--- src/rtl/debounce_pkg.sv ---
`timescale 1ns/1ps
// debounce_pkg: shared state encoding and helpers for the multi-channel
// button debouncer. The encodings let clean and single be read directly from
// state bits, so both outputs come straight out of the state flops with no
// decode delay.
package debounce_pkg;

  // Per-channel debounce states; bit 2 = debounced level, bit 1 = press pulse
  typedef enum logic [2:0] {
    IDLE      = 3'b000,
    WAIT_QUAL = 3'b001,
    PULSE     = 3'b110,
    HELD      = 3'b100,
    WAIT_REL  = 3'b101
  } state_t;

  localparam int CLEAN_BIT  = 2;
  localparam int SINGLE_BIT = 1;

  // Width needed to hold values 0..max_val, never less than one bit
  function automatic int cnt_width(input int max_val);
    int w;
    w = $clog2(max_val + 1);
    return (w < 1) ? 1 : w;
  endfunction

endpackage

--- src/rtl/debounce_ch.sv ---
`timescale 1ns/1ps
// debounce_ch: one button channel. A 2-flop synchronizer feeds a five-state
// debounce FSM; a press must stay stable until counter bit N_DC-2 sets before
// it is accepted, and a release must do the same before clean drops.
// Optional auto-repeat is compiled in with the macro DEBOUNCE_REPEAT_EN;
// without it rpt is tied low and no repeat counter exists.
module debounce_ch
  import debounce_pkg::*;
#(
  parameter int N_DC     = 25,
  parameter int HOLD_CYC = 2**24,
  parameter int RPT_CYC  = 2**22
) (
  input  logic clk,
  input  logic rst_n,
  input  logic btn_in,
  output logic clean,
  output logic single,
  output logic rpt
);

  // The repeat counter reloads to HOLD_CYC-RPT_CYC after the first pulse,
  // so the repeat period cannot exceed the initial hold time.
  if (N_DC < 2 || HOLD_CYC < 1 || RPT_CYC < 1 || RPT_CYC > HOLD_CYC) begin : g_bad_cfg
    $error("debounce_ch: need N_DC >= 2 and 1 <= RPT_CYC <= HOLD_CYC");
  end

  logic             sync_q1;
  logic             btn_s;
  state_t           state;
  logic [N_DC-1:0]  cnt;

  // Two-flop synchronizer for the asynchronous raw button level
  always_ff @(posedge clk or negedge rst_n) begin
    if (!rst_n) begin
      sync_q1 <= 1'b0;
      btn_s   <= 1'b0;
    end else begin
      sync_q1 <= btn_in;
      btn_s   <= sync_q1;
    end
  end

  // Debounce FSM with its qualify/release stability counter
  always_ff @(posedge clk or negedge rst_n) begin
    if (!rst_n) begin
      state <= IDLE;
      cnt   <= '0;
    end else begin
      case (state)
        IDLE: begin
          cnt <= '0;
          if (btn_s) state <= WAIT_QUAL;
        end
        WAIT_QUAL: begin
          cnt <= cnt + N_DC'(1);
          if (!btn_s)            state <= IDLE;
          else if (cnt[N_DC-2])  state <= PULSE;
        end
        PULSE: begin
          cnt   <= '0;
          state <= HELD;
        end
        HELD: begin
          cnt <= '0;
          if (!btn_s) state <= WAIT_REL;
        end
        WAIT_REL: begin
          cnt <= cnt + N_DC'(1);
          if (btn_s)             state <= HELD;
          else if (cnt[N_DC-2])  state <= IDLE;
        end
        default: begin
          cnt   <= '0;
          state <= IDLE;
        end
      endcase
    end
  end

  assign clean  = state[CLEAN_BIT];
  assign single = state[SINGLE_BIT];

`ifdef DEBOUNCE_REPEAT_EN
  localparam int RW = cnt_width(HOLD_CYC);
  localparam logic [RW-1:0] RPT_FIRE   = RW'(HOLD_CYC - 1);
  localparam logic [RW-1:0] RPT_RELOAD = RW'(HOLD_CYC - RPT_CYC);

  logic [RW-1:0] rpt_cnt;
  logic          rpt_q;

  // Auto-repeat timer: runs only while HELD, first fire after HOLD_CYC
  // cycles, then reloads so later fires come every RPT_CYC cycles. The pulse
  // is gated by btn_s so it never lands on a cycle where HELD is being left.
  always_ff @(posedge clk or negedge rst_n) begin
    if (!rst_n) begin
      rpt_cnt <= '0;
      rpt_q   <= 1'b0;
    end else if (state == HELD) begin
      if (rpt_cnt == RPT_FIRE) begin
        rpt_cnt <= RPT_RELOAD;
        rpt_q   <= btn_s;
      end else begin
        rpt_cnt <= rpt_cnt + RW'(1);
        rpt_q   <= 1'b0;
      end
    end else begin
      rpt_cnt <= '0;
      rpt_q   <= 1'b0;
    end
  end

  assign rpt = rpt_q;
`else
  assign rpt = 1'b0;
`endif

endmodule

--- src/rtl/multi_debounce.sv ---
`timescale 1ns/1ps
// multi_debounce: N_CH independent debounced button channels with press
// pulses, an OR of all press pulses, and optional auto-repeat (compiled in
// with the macro DEBOUNCE_REPEAT_EN).
module multi_debounce
  import debounce_pkg::*;
#(
  parameter int N_CH     = 5,
  parameter int N_DC     = 25,
  parameter int HOLD_CYC = 2**24,
  parameter int RPT_CYC  = 2**22
) (
  input  logic            clk,
  input  logic            rst_n,
  input  logic [N_CH-1:0] btn_in,
  output logic [N_CH-1:0] clean,
  output logic [N_CH-1:0] single,
  output logic [N_CH-1:0] rpt,
  output logic            any_single
);

  if (N_CH < 1 || N_CH > 32) begin : g_bad_nch
    $error("multi_debounce: N_CH must be in 1..32");
  end

  // One fully independent debouncer per button
  for (genvar i = 0; i < N_CH; i++) begin : g_ch
    debounce_ch #(
      .N_DC     (N_DC),
      .HOLD_CYC (HOLD_CYC),
      .RPT_CYC  (RPT_CYC)
    ) u_ch (
      .clk    (clk),
      .rst_n  (rst_n),
      .btn_in (btn_in[i]),
      .clean  (clean[i]),
      .single (single[i]),
      .rpt    (rpt[i])
    );
  end

  assign any_single = |single;

endmodule

--- config.mk ---
export PLATFORM = sky130hd
export DESIGN_NAME = multi_debounce
export DESIGN_NICKNAME = d
export VERILOG_FILES = /design/src/rtl/debounce_pkg.sv /design/src/rtl/debounce_ch.sv /design/src/rtl/multi_debounce.sv
export SDC_FILE = /design/constraint.sdc
export NUM_CORES = 1
export LEC_CHECK = 0
export BUFFER_PORTS_ARGS = -buffer_cell sky130_fd_sc_hd__buf_2
export CAP_MARGIN = 0
export CORE_ASPECT_RATIO = 1.4
export CORE_MARGIN = 3
export CORE_UTILIZATION = 35
export CTS_BUF_LIST = sky130_fd_sc_hd__clkbuf_8
export DETAILED_ROUTE_END_ITERATION = 8
export GPL_ROUTABILITY_DRIVEN = 1
export PLACE_DENSITY = 0.6
export REMOVE_ABC_BUFFERS = 1
export SYNTH_ARGS = -nofsm -noshare
export SYNTH_HDL_FRONTEND = slang
export SYNTH_SLANG_ARGS = --single-unit
--- constraint.sdc ---
create_clock -name clk -period 3 [get_ports clk]
set_clock_uncertainty 0.15 [all_clocks]
set_input_delay 0.45 -clock clk [delete_from_list [all_inputs] [get_ports clk]]
set_output_delay 0.45 -clock clk [all_outputs]
set_load 0.005 [all_outputs]
======== After elaboration in Yosys (flattened, before gate mapping) ========
Cells that the tools add are included.
storage, ports and cells
  memories ................................ 0
  bits in registers ....................... 150
  ROM bits ................................ 0
  RAM bits ................................ 0
  bits in latches ......................... 0
  output and inout port bits .............. 16
cells by class
  multiplexer cells ....................... 40
  $lt $le $gt $ge ......................... 0
  reduce and logical (&&, ||, !) cells .... 16
  multiply operators ...................... 0
  bitwise logic cells ..................... 0
  equal/unequal tests ..................... 40
  $add $sub $neg .......................... 5
  shift-type cells ........................ 0
  divide/modulo/power cells ............... 0
operators with widths
  kind                     number
  $add A25 B1 Y25 const B  5
  $mux W25                 5
  $mux W3                  30
  $pmux W3 S5              5
  $eq A3 B3 Y1 const B     15
  $reduce_and A4 Y1        5
  $eq A3 B1 Y1 const B     5
  $logic_not A3 Y1         5
  $ne A3 B1 Y1 const B     5
  $ne A3 B3 Y1 const B     5
  $ne A2 B1 Y1 const B     5
  $ne A2 B2 Y1 const B     5
  $reduce_or A2 Y1         5
  $reduce_or A5 Y1         1

======== Longest topological paths before layout ========
  depth in word-level cells ............... 3
  depth in mapped cells ................... 6

======== Hierarchy ========
From an unflattened synthesis, not the netlist that was laid out.
unflattened totals
  cells, all modules ...................... 693
  area total of the unflattened synthesis .. 6,912.9 µm²
by module, submodules not included
  module          times used  cells each  sequential area each (µm²)  area an instance (µm²)
  debounce_ch     5           138         725.7                       1,380.1
  multi_debounce  1           3           0.0                         12.5

======== Worst setup path before layout ========
No wires, ideal clock.
  path kind ............................... register -> register
  from .................................... reg g_ch[0].u_ch.cnt[9]
  to ...................................... reg g_ch[0].u_ch.cnt[19]
  cell stages (with the launch flop) ...... 6
  clock period less this slack ............ 1.953 ns
  data required time ...................... 2.772 ns
  arrival time ............................ 1.725 ns
  path slack .............................. 1.047 ns
  path buffers ............................ 1
  cell sequence ........................... dfrtp_1 -> nand4_2 -> or4_1 -> buf_2 -> or4_1 -> a21oi_1
on the way
  longest elaborated chain between the ends .. 2
RTL lines
  item                      line                                  RTL
  start: declaration        debounce_ch.sv:31                     logic [N_DC-1:0] cnt;
  start signal: assignment  debounce_ch.sv:56                     cnt <= cnt + N_DC'(1);
  start signal: assignment  debounce_ch.sv:69                     cnt <= cnt + N_DC'(1);
  $add A25 B1 Y25           debounce_ch.sv:56, debounce_ch.sv:69
  $mux W25                  --
Every way passes these cells.
A chain may end at the register's enable or synchronous reset.

======== Worst setup path after layout ========
  from .................................... reg g_ch[0].u_ch.cnt[9]
  to ...................................... reg g_ch[0].u_ch.cnt[20]
Same word-level chain as after synthesis.

==> metrics.txt <==
maxcap violations=0; post-layout util=between 30 and 40%; row count=60; Final Critical Period=roughly 2.1 ns; DP Wirelength=9120 microns; Placed Cells=940; chip width=between 100 and 150 microns; pwr/cell area=around 500 nW/um^2; Final setup viols=0; DR WL/cell=~14 microns; first-pass GRT wire length=between 20000 and 25000 microns; core area=roughly 19000 sq um; CP Class=flip-flop to flip-flop; max-slew violation count=0; largest net degree at the start of global routing=58; highest net fanout along the worst path=10; clk slew on worst S/H paths=0.07 ns; initial antenna violation count=0; DRT iter0 DRCs=around 280; DP Area=7190 sq um; initial cell density of the core=between 30% and 40%; fin crit share=a little over two thirds; clk_lat worst skew=between 0.4 and 0.5 ns; Synth-to-Final Area Change=11.4%; Pleak=around 3.2 nW; Residual DRC=0; antenna viol nets, final=0; Most used DFF post-synth=dfrtp_1; GRT overflow=0; synthesized area=between 6000 and 7000 sq um; worst vdd ir=around 260 uV; kind of path behind the tightest hold check=flip-flop to flip-flop; ys async rst share=100%; worst hold slack=between 0.2 and 0.25 ns; number of fill cells=between 1500 and 2000; Worst-Margin Slew=0.954 ns; synth unique cells=slightly above 40; CTS Buf Count=17; I/O pin count=23; cts repair resizes=0; #FFs+latches synth=145; number of antenna diodes=0; pre-CTS setup slack=0.897 ns; Critical Path RT=roughly 3.2 ns; crit start category=flip-flop; Post-synth EDFFs=0; Pwr Total=between 3 and 4 mW; Fin. Hold Viols=0; Layout Cells excl Fill=~980; clock sinks=between 100 and 150; setup TNS=0 ns; Worst Path Arrival=about 2.3 ns; setup ws final=0.886 ns; fmax=0.473 GHz; post-DR vias/cell=between 5 and 6; H-tree depth=4; Post-Route WL=13300 microns; GPL Wtd Cong=~0.75; sequential share of the synthesized area=between 50% and 60%; Post-Syn Area per Cell=roughly 9.8 sq um; Setup crit end kind=flip-flop; clk buf depth=2; Die H=~170 microns; Total Die Area=21500 sq um; vias in the first global route=around 5000; clk root buf=clkbuf_8; nets=between 700 and 800; Via Count=5107; router iterations before antenna repair=4; Synth Warn #=0; Finished Cell Area=7690 sq um; share of cells above drive strength 1=under 10%; Max-slew headroom=36.4%; RSZ-0062 raised after global routing=no; Mapped Cells=~700; Total GRT Usage=about an eighth; I/O Buffers=17; status=finished, final reports clean; CTS tree=yes
area by class of cell:
cell class	count	area, sq um	share of cell area (%)
timing repair buffer	31	224	2.91
inverter	12	45.0	0.586
clock buffer	18	248	3.22
clock inverter	13	194	2.52
multi-input combinational	510	3040	39.6
sequential	145	3630	47.2
tap	248	310	4.03
power by group:
group,internal [mW],switching (mW),total (mW)
clock network,0.996,0.727,1.72
registers,1.98,0.0278,2.01
logic,0.0385,0.0898,0.128
total,3.01,0.844,3.86
flip-flops by register name, summed over array words and instances, names as in the netlist:
name and count:
g_ch.u_ch.cnt 120, g_ch.u_ch.btn_s 5, g_ch.u_ch.sync_q1 5, g_ch.u_ch.state 15
logic make-up (layout without fill, tap and decap cells):
kind of cell | after synthesis | in the layout | synth area share, %
AND/OR/NAND/NOR | 331 | 331 | 25.0
flip-flops | 145 | 145 | 52.5
AO/OA/AOI/OAI | 101 | 101 | 9.17
XOR/XNOR | 65 | 65 | 8.24
buffers and inverters | 51 | 74 | 3.61
adder cells (fa/ha/maj) | 5 | 5 | 0.906
multiplexers | 3 | 3 | 0.435
other | 1 | 5 | 0.0543
worst paths after layout:
path	from	end	slack [ns]	cells after the start
min reg2reg	g_ch[4].u_ch.sync_q1	g_ch[4].u_ch.btn_s	0.21	0
max reg2reg	g_ch[0].u_ch.cnt[9]	g_ch[0].u_ch.cnt[20]	0.89	4
min in group asynchronous	rst_n	g_ch[1].u_ch.cnt[0]	0.32	2
max	g_ch[0].u_ch.cnt[9]	g_ch[0].u_ch.cnt[20]	0.89	4
min	g_ch[4].u_ch.sync_q1	g_ch[4].u_ch.btn_s	0.21	0
max in group asynchronous	rst_n	g_ch[2].u_ch.state[1]	1.67	3
repair_timing:
item	CTS	global route
endpoints found under the hold margin	41	0
setup buffers	0	0
hold buffers	6	0
endpoints found under the setup margin	0	0
critical path, cell delays in order, from the launching register on:
cell and delay (ns):
dfrtp_1 0.45, nand4_2 0.16, or4_1 0.68, or4_1 0.45, a21oi_1 0.15
cells in the mapped netlist (all sizes together) (6+ instances only):
cell | instances | share of area [%]
or3 | 16 | 1.4
inv | 12 | 0.65
nand3 | 41 | 3.0
dfrtp | 145 | 53
nor4 | 12 | 1.3
and3 | 10 | 0.91
xnor2 | 31 | 3.9
a31oi | 6 | 0.54
buf | 17 | 1.8
nor2 | 86 | 4.7
and4 | 17 | 2.2
clkbuf | 22 | 1.2
xor2 | 34 | 4.3
nor3 | 15 | 1.1
or4 | 17 | 1.8
o21ai | 21 | 1.5
o31ai | 11 | 1.2
nand4 | 35 | 3.3
nor2b | 6 | 0.54
nand2 | 57 | 3.1
and2 | 8 | 0.72
nand2b | 9 | 0.82
a21oi | 33 | 2.4
a41o | 6 | 0.87
routing by layer:
layer  up-vias  global-route usage [%]  part of all wire [%]
li1       2524                       -                     -
met1      2491                    15.7                    45
met2        71                    22.8                    50
met3        21                    2.75                   3.7
met4         0                    6.29                   1.8
met5         -                       0                     0
layout by cell type (no fill, tap or decap), types with 9 or more instances in the layout:
cell	n
or4_1	17
nand2_1	57
nor4_1	10
nor2_1	86
nor3_1	15
and3_1	10
dfrtp_1	145
nand4_1	34
nand3_1	41
xnor2_1	31
clkbuf_8	18
buf_2	16
a21oi_1	33
o21ai_0	21
xor2_1	34
inv_1	14
nand2b_1	9
or3_1	16
and4_1	17
o31ai_1	11
No activity file was read; power rests on OpenSTA's default activity.
